<file path="src/rtl/decode_return_pkg.sv">
// Shared definitions for the decoder response-return path: index width,
// one-hot encoder and the fault-cause bit positions.
package decode_return_pkg;

  localparam int unsigned MAX_SEL = 64;

  typedef enum int unsigned {
    FAULT_EMPTY = 0,
    FAULT_STRAY = 1,
    FAULT_MULTI = 2
  } fault_reason_e;

  localparam int unsigned N_FAULT = 3;

  function automatic int unsigned index_width(input int unsigned ns);
    return $clog2(ns + 1);
  endfunction

  // OR of set-bit positions; exact for a one-hot input.
  function automatic int unsigned onehot_to_index(input logic [MAX_SEL-1:0] onehot);
    int unsigned idx;
    idx = 0;
    for (int unsigned i = 0; i < MAX_SEL; i++) begin
      if (onehot[i]) idx = idx | i;
    end
    return idx;
  endfunction

endpackage

</file>
<file path="src/rtl/decode_return_fifo.sv">
// In-order FIFO of decoded slave indices for outstanding requests.
module decode_return_fifo #(
  parameter int unsigned IW      = 4,
  parameter int unsigned LGDEPTH = 4
) (
  input  logic               i_clk,
  input  logic               i_reset_n,
  input  logic               i_clear,
  input  logic               i_push,
  input  logic [IW-1:0]      i_data,
  input  logic               i_pop,
  output logic [IW-1:0]      o_data,
  output logic [LGDEPTH:0]   o_count,
  output logic               o_full
);

  localparam int unsigned DEPTH = 1 << LGDEPTH;

  logic [IW-1:0]      mem [DEPTH];
  logic [LGDEPTH-1:0] wr_ptr;
  logic [LGDEPTH-1:0] rd_ptr;
  logic               do_push;
  logic               do_pop;

  assign o_full  = (o_count == (LGDEPTH+1)'(DEPTH));
  assign do_push = i_push && !o_full && !i_clear;
  assign do_pop  = i_pop && (o_count != '0) && !i_clear;
  assign o_data  = mem[rd_ptr];

  always_ff @(posedge i_clk) begin
    if (do_push) mem[wr_ptr] <= i_data;
  end

  always_ff @(posedge i_clk or negedge i_reset_n) begin
    if (!i_reset_n) begin
      wr_ptr  <= '0;
      rd_ptr  <= '0;
      o_count <= '0;
    end else if (i_clear) begin
      wr_ptr  <= '0;
      rd_ptr  <= '0;
      o_count <= '0;
    end else begin
      if (do_push) wr_ptr <= wr_ptr + 1'b1;
      if (do_pop)  rd_ptr <= rd_ptr + 1'b1;
      case ({do_push, do_pop})
        2'b10:   o_count <= o_count + 1'b1;
        2'b01:   o_count <= o_count - 1'b1;
        default: o_count <= o_count;
      endcase
    end
  end

endmodule

</file>
<file path="src/rtl/decode_return.sv">
// Routes slave ack/err/data back to the master in request issue order;
// requests decoded to the non-existent slave get a generated bus error.
module decode_return
  import decode_return_pkg::*;
#(
  parameter int unsigned NS           = 8,
  parameter int unsigned DW           = 32,
  parameter int unsigned LGDEPTH      = 4,
  parameter bit          OPT_LOWPOWER = 1'b0
) (
  input  logic             i_clk,
  input  logic             i_reset_n,
  input  logic             i_clear,
  input  logic             i_req_valid,
  input  logic [NS:0]      i_req_decode,
  input  logic             i_req_stall,
  output logic             o_req_valid,
  output logic             o_req_stall,
  input  logic [NS-1:0]    i_sack,
  input  logic [NS-1:0]    i_serr,
  input  logic [NS*DW-1:0] i_sdata,
  output logic             o_ack,
  output logic             o_err,
  output logic [DW-1:0]    o_data,
  output logic             o_busy,
  output logic             o_fault
);

  localparam int unsigned IW = index_width(NS);

  logic               full;
  logic               push;
  logic               pop;
  logic               empty;
  logic               head_is_ns;
  logic               head_resp;
  logic [IW-1:0]      push_idx;
  logic [IW-1:0]      head_idx;
  logic [LGDEPTH:0]   count;
  logic [NS-1:0]      resp;
  logic [NS-1:0]      head_mask;
  logic [DW-1:0]      sel_data;
  logic [N_FAULT-1:0] cause;

  assign o_req_stall = i_req_stall || full || i_clear;
  assign o_req_valid = i_req_valid && !full && !i_clear;
  assign push        = i_req_valid && !o_req_stall;
  assign push_idx    = IW'(onehot_to_index(MAX_SEL'(i_req_decode)));
  assign empty       = (count == '0);
  assign o_busy      = !empty;
  assign head_is_ns  = (head_idx == IW'(NS));
  assign resp        = i_sack | i_serr;
  assign head_resp   = |(resp & head_mask);
  assign pop         = !i_clear && !empty && (head_is_ns || head_resp);

  decode_return_fifo #(
    .IW      (IW),
    .LGDEPTH (LGDEPTH)
  ) u_fifo (
    .i_clk     (i_clk),
    .i_reset_n (i_reset_n),
    .i_clear   (i_clear),
    .i_push    (push),
    .i_data    (push_idx),
    .i_pop     (pop),
    .o_data    (head_idx),
    .o_count   (count),
    .o_full    (full)
  );

  // Head mask is empty when the FIFO is empty or the head is the NS entry,
  // so any response at those times counts as stray.
  always_comb begin
    head_mask = '0;
    sel_data  = '0;
    for (int unsigned k = 0; k < NS; k++) begin
      if (!empty && head_idx == IW'(k)) begin
        head_mask[k] = 1'b1;
        sel_data     = i_sdata[k*DW +: DW];
      end
    end
  end

  always_comb begin
    cause              = '0;
    cause[FAULT_EMPTY] = !i_clear && empty && (|resp);
    cause[FAULT_STRAY] = !i_clear && (|(resp & ~head_mask));
    cause[FAULT_MULTI] = !i_clear && ($countones(resp) > 1);
  end

  always_ff @(posedge i_clk or negedge i_reset_n) begin
    if (!i_reset_n) begin
      o_ack   <= 1'b0;
      o_err   <= 1'b0;
      o_data  <= '0;
      o_fault <= 1'b0;
    end else begin
      o_ack   <= pop && !head_is_ns && (|(i_sack & head_mask)) && !(|(i_serr & head_mask));
      o_err   <= pop && (head_is_ns || (|(i_serr & head_mask)));
      o_fault <= o_fault || (|cause);
      if (pop)               o_data <= head_is_ns ? '0 : sel_data;
      else if (OPT_LOWPOWER) o_data <= '0;
    end
  end

endmodule

</file>
<file path="config.mk">
export PLATFORM = sky130hd
export DESIGN_NAME = decode_return
export DESIGN_NICKNAME = d
export VERILOG_FILES = /design/src/rtl/decode_return_pkg.sv /design/src/rtl/decode_return_fifo.sv /design/src/rtl/decode_return.sv
export SDC_FILE = /design/constraint.sdc
export NUM_CORES = 1
export LEC_CHECK = 0
export BUFFER_PORTS_ARGS = -buffer_cell sky130_fd_sc_hd__buf_2
export CAP_MARGIN = 20
export CORE_ASPECT_RATIO = 0.9
export CORE_UTILIZATION = 49
export DETAILED_ROUTE_END_ITERATION = 12
export PLACE_DENSITY = 0.9
export SYNTH_ARGS = -nofsm -noshare
export SYNTH_HDL_FRONTEND = slang
export SYNTH_SLANG_ARGS = --single-unit
</file>
<file path="constraint.sdc">
create_clock -name i_clk -period 4.7 [get_ports i_clk]
set_input_delay 0.705 -clock i_clk [delete_from_list [all_inputs] [get_ports i_clk]]
set_output_delay 0.705 -clock i_clk [all_outputs]
set_load 0.1 [all_outputs]
</file>
==> impl_results.md, run 1 <==
- CP bufs+invs: 2
- Pwr dens: 242 nW/um^2
- Flops & latches, synth: 112
- Area Growth Syn to Fin: 27.2%
- Fin. Hold Viols: 0
- Cell variety after synth: 64
- CP max stage delay: 0.58 ns
- Fmax: 0.225 GHz
- First-pass GRT wire length: 42,900 um
- Die H: 120 um
- RSZ-0062 raised after global routing: false
- Buffers on Ports: 322
- Vias in the first global route: ~7,400
- Final critical-path required period: 4.45 ns
- Slowest CP cell: dfrtp_2
- Worst R2R Start: u_fifo.rd_ptr[1]
- Effective utilization at floorplan: 50.6%
- Worst path most repeated cell: a21oi_1
- Worst skew pair latency: 0.36 ns
- Hold WC Path Type: in -> async
- HPWL Detailed: 21,700 um
- Top_reg_cell synth: edfxtp_1
- DRT iter0 DRCs: a little under 1,000
- Worst Path Arrival: 4.73 ns
- Critical path capture point type: register
- CP cell instances: mux4_2, nand3b_1, and4_2, buf_4, nand2_1, a21oi_2, o311ai_4, nand2b_1, inv_1, ha_1, a21o_1, a21oi_1, xnor2_1, nor3_1, a22oi_1, a2bb2oi_1, a21oi_1
- CTS Hold Bufs: 0
- Startpoint types: register
- Non-filler cells, final: 1,352
- Die X-Extent: between 100 and 150 um
- I/O pin total: 324
- Mapped Area: 7520 sq um
- Clock sink count: approximately 110
- CTS tree: done
- DR vias/cell: 6.09
- Postcts setup bufs: 0
- DIE AREA: 15,900 sq um
- Max-slew violations: 0
- Core Area: 14,900 sq um
- GRT overflow: 0
- CTS max path bufs: 2
- Routed Antenna Nets: 0
- TritonRoute pass-1 iters: 6
- Fin crit share: 94.7%
- Clock slew at reported path FFs: around 0.08 ns
- Worst VDD drop: 0.243 mV
- Layout cell share with drive strength beyond 1: about a third
- Post-cts sizing count: 0
- R2R Setup Slk: 0.25 ns
- Worst R2R End: u_fifo.o_count[4]
- Gpl congestion: 0.989
- Critical path type: reg -> reg
- DR vias: 8,230
- NumNets Final: approximately 1,400
- Cells after synthesis: 859
- Relative slew slack: between 30% and 40%
- Largest delay contributor family on the critical path: compound AO/OA/AOI/OAI gates
- WP data required: 4.98 ns
- Post-synth ARST share: 42.9%
- H-Tree Depth: 3
- Worst Skew: 0.0128 ns
- Syn Area/Cell: 8.76 sq um
- Largest net degree at the start of global routing: 80
- Wire per inst: 21.6 um
- Synth warn: 0
- Reg2reg path depth: 17
- CTS buffer count: 9
- Post-synthesis sequential area ratio: around two fifths
- Max-Cap Viols: 0
- Final WL: ~30,000 um
- # rows: 42
- Fin Setup TNS: 0 ns
- Final setup fails: 0
- Tightest Pin Transition: a little under 1 ns
- Post-synth EDFFs: 64
- # DRC: 0
- Pleak: 4.40 nW
- Root Driver: clkbuf_16
- Mapped Nets: 1,162
- Cells after DPL: 1,333
- Antenna violations before repair: 7
- Global Route Usage Sum: 36.6%
- CP max FO: 47
- Status: finished, final reports clean
[where the power goes]
| group | leakage (nW) | switching [mW] | internal, mW |
|---|---|---|---|
| sequential | 1.23 | 0.0139 | 1.06 |
| clock | 0.148 | 0.377 | 0.401 |
| combinational | 3.02 | 0.306 | 0.160 |
| total | 4.40 | 0.697 | 1.62 |
[sequential cells by signal, summed over array words and instances, names as in the netlist]
register,flops
u_fifo.mem,64
o_data,32
u_fifo.o_count,5
u_fifo.rd_ptr,4
u_fifo.wr_ptr,4
o_ack,1
o_err,1
o_fault,1
[placed cells by master (no fill, tap or decap), types with 3 or more instances in the layout]
master,count
nor2_1,37
xor2_1,4
diode_2,3
nand3b_1,5
a21oi_1,26
or2_1,3
xnor2_1,4
mux2_2,4
o31ai_1,3
a211o_1,4
ha_1,12
edfxtp_1,64
nand3_1,81
o211ai_1,3
nand2b_1,5
nor3_1,11
a31oi_1,74
or4_1,4
a32o_1,5
fa_1,5
mux2i_1,9
buf_2,322
a311oi_1,5
a21o_1,3
mux4_2,16
o21ai_1,4
clkbuf_16,10
o21ai_0,12
a22o_1,28
nand2_1,248
dfrtp_1,47
o311ai_1,3
buf_4,26
inv_1,19
[logic make-up after synthesis]
| family | after synthesis | synth area share [%] |
|---|---|---|
| simple gates | 415 | 24.5 |
| compound gates | 186 | 17.9 |
| flops | 112 | 41.5 |
| buf+inv | 92 | 5.27 |
| mux | 29 | 6.59 |
| fa+ha+maj | 17 | 3.33 |
| xor+xnor | 8 | 0.931 |
[cells in the mapped netlist, drive strengths merged (5+ instances only)]
cell	number	area, sq um
inv	20	75.1
nand3b	5	37.5
o21ai	16	80.1
ha	12	150
dfrtp	48	1200
edfxtp	64	1920
a311oi	5	43.8
nand3	81	405
a32o	5	50.1
buf	34	179
mux2i	9	90.1
mux4	16	360
a31oi	74	463
fa	5	100
nor3	13	81.3
nand2	248	931
a21oi	27	139
or4	5	41.3
clkbuf	38	143
a22o	28	245
nor2	41	185
nand2b	5	31.3
[metrics by stage]
step / cell area (sq um) / hold slack, ns / total power, mW / worst slack (ns) / utilization [%]
after floorplan: 7520 / 0.409 / 1.35 / 0.524 / -
final: 9570 / 0.446 / 2.31 / 0.248 / 64.4
after global routing: 9570 / 0.496 / 2.39 / 0.00120 / 64.4
after global placement: 9260 / 0.469 / 1.54 / 0.312 / 62.3
after CTS: 9560 / 0.473 / 2.31 / 0.145 / 64.3
after detailed placement: 9260 / 0.481 / 1.55 / 0.181 / 62.3
[layer usage]
layer | vias up | global-route usage [%] | routed length [um]
met5 | - | 0 | 23
met4 | 4 | 17.5 | 1390
met3 | 86 | 8.28 | 3100
met2 | 611 | 58.7 | 13800
met1 | 3835 | 47.2 | 10800
li1 | 3694 | - | -
[area by class of cell]
cell class,count,area [sq um]
fill,1251,5300
multi-input combinational,655,4010
sequential,112,3120
timing repair buffer,348,1810
clock buffer,11,254
tap,198,248
inverter,20,75.1
clock inverter,5,47.5
antenna,3,7.51
[how the worst max path moves through the flow]
| stage | start | endpoint | slack, ns | cells after the start |
|---|---|---|---|---|
| floorplan | u_fifo.o_count[0] | u_fifo.o_count[4] | 0.52 | 18 |
| global placement | i_serr[3] | o_fault | 0.31 | 16 |
| detailed placement | i_serr[3] | o_fault | 0.18 | 16 |
| CTS | u_fifo.rd_ptr[1] | u_fifo.o_count[4] | 0.14 | 17 |
| global route | u_fifo.rd_ptr[1] | u_fifo.o_count[4] | 0.001 | 17 |
| finish | u_fifo.rd_ptr[1] | u_fifo.o_count[4] | 0.25 | 17 |
Power figures use the tool's default switching activity.
==> inputs of run 2 (changes only) <==
clock period = 4.25 ns   (was 4.7 ns; I/O delays follow)
==> impl_results.md, run 2 (synthesis results as in run 1) <==
- Fin crit share: 95.9%
- Clock sink count: 112
- Pleak: 4.44 nW
- Status: finished, final reports clean
- Final WL: 29,400 um
- Most flops, register: u_fifo.mem
- Wire per inst: between 20 and 25 um
- Worst Path Arrival: around 4.3 ns
- DR vias: 8,217
- Worst Skew: around 0.016 ns
- Die X-Extent: around 130 um
- Global Route Usage Sum: 36.6%
- Core Area: 14,900 sq um
- Effective utilization at floorplan: 50.6%
- DRT iter0 DRCs: approximately 930
- Die H: 120 um
- Gpl congestion: approximately 0.99
- Pwr dens: 263 nW/um^2
- GRT overflow: 0
- Hold slack: approximately 0.19 ns
- Reg2reg path depth: 17
- Antenna violations before repair: 1
- Fmax: approximately 0.25 GHz
- Top flop regs: u_fifo.mem: 64 flops, o_data: 32 flops, u_fifo.o_count: 5 flops
- I/O pin total: 324
- Most common cell after layout, fill and taps aside: buf_2
- Final setup fails: 0
- Relative slew slack: 42.4%
- Worst skew pair latency: 0.37 ns
- Hold WC Path Type: in -> async
- WP data required: roughly 4.5 ns
- Startpoint types: register
- Postcts setup bufs: 0
- CP bufs+invs: 2
- Worst R2R Start: u_fifo.rd_ptr[0]
- Clock slew at reported path FFs: 0.07 ns
- Buffers on Ports: 322
- Layout cell share with drive strength beyond 1: 35.7%
- Vias in the first global route: 7,406
- HPWL Detailed: ~22,000 um
- Largest register FFs: 64
- Max-Cap Viols: 0
- TritonRoute pass-1 iters: 7
- Final critical-path required period: 4.08 ns
- Worst R2R End: u_fifo.o_count[4]
- Critical Path Source: u_fifo.rd_ptr[0]
- Worst VDD drop: 0.273 mV
- Area Growth Syn to Fin: 28.4%
- Critical path type: reg -> reg
- Largest delay contributor family on the critical path: compound AO/OA/AOI/OAI gates
- Critical path capture point type: register
- Root Driver: clkbuf_16
- NumNets Final: 1,456
- H-Tree Depth: 3
- CP max stage delay: 0.52 ns
- # DRC: 0
- DIE AREA: about 16,000 sq um
- Routed Antenna Nets: 0
- Largest net degree at the start of global routing: 79
- R2R Setup Slk: 0.17 ns
- DR vias/cell: 6.06
- CP cell instances: buf_12, mux4_2, mux2i_1, nor4b_4, o21ai_1, o32ai_4, o311ai_4, nand2b_1, inv_1, ha_1, a21o_1, a21oi_2, xnor2_2, nor3_2, a22oi_1, a2bb2oi_1, a21oi_1
- # rows: 42
- Fin. Hold Viols: 0
- Tightest Pin Transition: around 0.86 ns
- CP max FO: 19
- CTS buffer count: 9
- First-pass GRT wire length: 42,800 um
- Power consumption: ~2.5 mW
- Max-slew violations: 0
- Slowest CP cell: mux4_2
- CTS tree: done
- Most frequent cells in the layout: buf_2, nand2_1, nand3_1
- CTS max path bufs: 2
run 2: cell count changes in the layout (fill, tap and decap cells not counted), sizes merged:
cell | previous run | this run
buf | 348 | 355
diode | 3 | 1
run 2: worst register-to-register path: cells and delay by family (launching register included):
kind	cells	cell delay, ns
AO/OA/AOI/OAI	8	1.32
XOR/XNOR	1	0.16
adder cells (fa/ha/maj)	1	0.28
buffers and inverters	2	0.31
flip-flops	1	0.38
multiplexers	2	0.90
AND/OR/NAND/NOR	3	0.61
run 2: layout make-up:
class / count / area, sq um
fill: 1258 / 5210
antenna: 1 / 2.50
timing repair buffer: 355 / 1870
clock buffer: 11 / 243
tap: 198 / 248
inverter: 20 / 75.1
clock inverter: 5 / 50.0
multi-input combinational: 655 / 4040
sequential: 112 / 3120
run 2: through the flow:
stage	setup slack (ns)	cell area [sq um]	cells	utilization, %	TNS [ns]
global route	-0.0532	9660	1357	64.9	-0.0532
CTS	0.116	9620	1356	64.7	0
finish	0.174	9660	1357	64.9	0
floorplan	0.0743	7520	859	-	0
detailed placement	-0.0864	9330	1340	62.7	-0.0864
global placement	-0.0411	9330	1340	62.7	-0.0411
run 2: report_power, final:
part           leakage (nW)  total (mW)  internal [mW]  switching [mW]
clock                 0.145       0.832          0.426           0.406
sequential             1.23        1.18           1.17          0.0164
combinational          3.07       0.523          0.181           0.342
run 2: metal layers:
layer | routed length, um | vias to the layer above | GRT usage (%)
met5 | 0 | - | 0
met4 | 1700 | 0 | 21.8
met3 | 3070 | 84 | 9.17
met2 | 13800 | 517 | 58.2
met1 | 10900 | 3915 | 45.2
li1 | - | 3701 | -
run 2: worst max-delay path by stage:
stage,end,slack (ns),cells after the start
finish,u_fifo.o_count[4],0.17,17
global route,u_fifo.o_count[4],-0.05,17
CTS,u_fifo.o_count[4],0.12,16
detailed placement,o_fault,-0.09,16
global placement,o_fault,-0.04,16
floorplan,u_fifo.o_count[4],0.07,18
run 2: what timing repair did:
item / CTS / global route
gates resized for setup: 0 / 7
hold buffers: 0 / 0
endpoints found under the setup margin: 0 / 1
==> inputs of run 3 (changes only) <==
GPL_ROUTABILITY_DRIVEN = 0   (was default)
clock period = 4.5 ns   (was 4.25 ns; I/O delays follow)
==> impl_results.md, run 3 (synthesis results as in run 1) <==
- First-pass GRT wire length: about 43,000 um
- Most common cell after layout, fill and taps aside: buf_2
- Dpl ws: -0.0139 ns
- Die H: 120 um
- Antenna violations before repair: 4
- Critical path capture point type: register
- Final WL: 29,100 um
- Buffers on Ports: 322
- Critical path type: reg -> reg
- Final critical-path required period: around 4.4 ns
- Wire per inst: 21.6 um
- Setup WS post-layout: 0.103 ns
- Root Driver: clkbuf_16
- Top flop regs: u_fifo.mem: 64 flops, o_data: 32 flops, u_fifo.o_count: 5 flops
- Die X-Extent: about 130 um
- Pleak: 4.42 nW
- Worst Skew: 0.0101 ns
- Most flops, register: u_fifo.mem
- CTS Hold Bufs: 0
- CP max FO: 19
- Worst VDD drop: roughly 0.23 mV
- Largest net degree at the start of global routing: 85
- CTS max path bufs: 2
- TritonRoute pass-1 iters: 5
- CTS tree: done
- Status: finished, final reports clean
- DIE AREA: 15,900 sq um
- Global Route Usage Sum: 36.6%
- WP data required: 4.73 ns
- Startpoint types: register
- Vias in the first global route: 7,551
- Fin Setup TNS: 0 ns
- CP max stage delay: 0.52 ns
- CTS buffer count: 9
- Clock slew at reported path FFs: 0.08 ns
- H-Tree Depth: 3
- DRT iter0 DRCs: between 700 and 800
- Clock sink count: 112
- CP cell instances: buf_12, mux4_2, mux2_2, nor3_4, nor2_8, o32ai_4, o311ai_4, nand2b_1, inv_1, ha_1, a21o_1, a21oi_2, xnor2_2, nor3_2, a22oi_2, a2bb2oi_1, a21oi_1
- HPWL Detailed: 21,600 um
- Final setup fails: 0
- Relative slew slack: 39.4%
- Core Area: between 10,000 and 15,000 sq um
- Hold WC Path Type: in -> async
- GRT overflow: 0
- Fin crit share: a little over nine tenths
- Fmax: 0.227 GHz
- Slowest CP cell: mux4_2
- DR vias/cell: 6.09
- Worst skew pair latency: 0.36 ns
- Max-Cap Viols: 0
- Largest register FFs: 64
- Area Growth Syn to Fin: 28.0%
- # DRC: 0
- Fin. Hold Viols: 0
- DR vias: 8,225
- Tightest Pin Transition: just over 0.9 ns
- Routed Antenna Nets: 0
- Most frequent cells in the layout: buf_2, nand2_1, nand3_1
- NumNets Final: 1,449
- Effective utilization at floorplan: 50.6%
- I/O pin total: 324
- # rows: 42
- Pwr dens: 254 nW/um^2
- Layout cell share with drive strength beyond 1: 35.4%
- Max-slew violations: 0
- Worst Path Arrival: 4.62 ns
## run 3: power breakdown
part           leakage [nW]  switching (mW)  internal, mW
sequential             1.23          0.0149          1.10
clock                 0.156           0.434         0.409
combinational          3.03           0.320         0.167
## run 3: area by class of cell
| cell class | count | area, sq um |
|---|---|---|
| Antenna cell | 1 | 2.50 |
| Clock buffer | 9 | 225 |
| Clock inverter | 7 | 101 |
| Fill cell | 1253 | 5240 |
| Inverter | 20 | 75.1 |
| Multi-Input combinational cell | 655 | 4040 |
| Sequential cell | 112 | 3120 |
| Tap cell | 198 | 248 |
| Timing Repair Buffer | 348 | 1820 |
## run 3: path summary, 6_finish.rpt
path | start | endpoint | slack, ns | cells after the start
setup / recovery | u_fifo.rd_ptr[0] | u_fifo.o_count[4] | 0.10 | 17
hold / removal | i_reset_n | o_data[23] | 0.40 | 2
max in group asynchronous | i_reset_n | u_fifo.rd_ptr[1] | 3.60 | 2
min in group i_clk | o_fault | o_fault | 0.49 | 1
hold reg to reg | o_fault | o_fault | 0.49 | 1
setup reg to reg | u_fifo.rd_ptr[0] | u_fifo.o_count[4] | 0.10 | 17
## run 3: timing repair
action                                  in CTS  in global routing
buffers inserted                             0                  4
pin swaps                                    0                  3
endpoints found under the setup margin       1                  1
hold endpoints to repair                     0                  0
resized for setup                            1                  5
## run 3: through the flow
stage / utilization [%] / area, sq um / hold WS (ns) / total power [mW] / instances
final: 64.8 / 9630 / 0.397 / 2.45 / 1350
after detailed placement: 62.2 / 9250 / 0.479 / 1.62 / 1329
after global placement: 62.2 / 9250 / 0.460 / 1.61 / 1329
after CTS: 64.4 / 9570 / 0.435 / 2.45 / 1345
after floorplan: - / 7520 / 0.379 / 1.41 / 859
after global routing: 64.8 / 9630 / 0.450 / 2.54 / 1350
## run 3: routing by layer
metal / routed length, um / global-route usage, %
met2: 13400 / 57.2
met1: 10500 / 44.6
met5: 27 / 0
met4: 1860 / 21.5
met3: 3270 / 11.5
## run 3: critical path, delay by kind of cell, from the launching register on
| kind | cells | cell delay, ns |
|---|---|---|
| mux | 2 | 0.88 |
| simple gates | 4 | 0.72 |
| flops | 1 | 0.39 |
| xor+xnor | 1 | 0.17 |
| fa+ha+maj | 1 | 0.29 |
| buf+inv | 2 | 0.35 |
| compound gates | 7 | 1.46 |
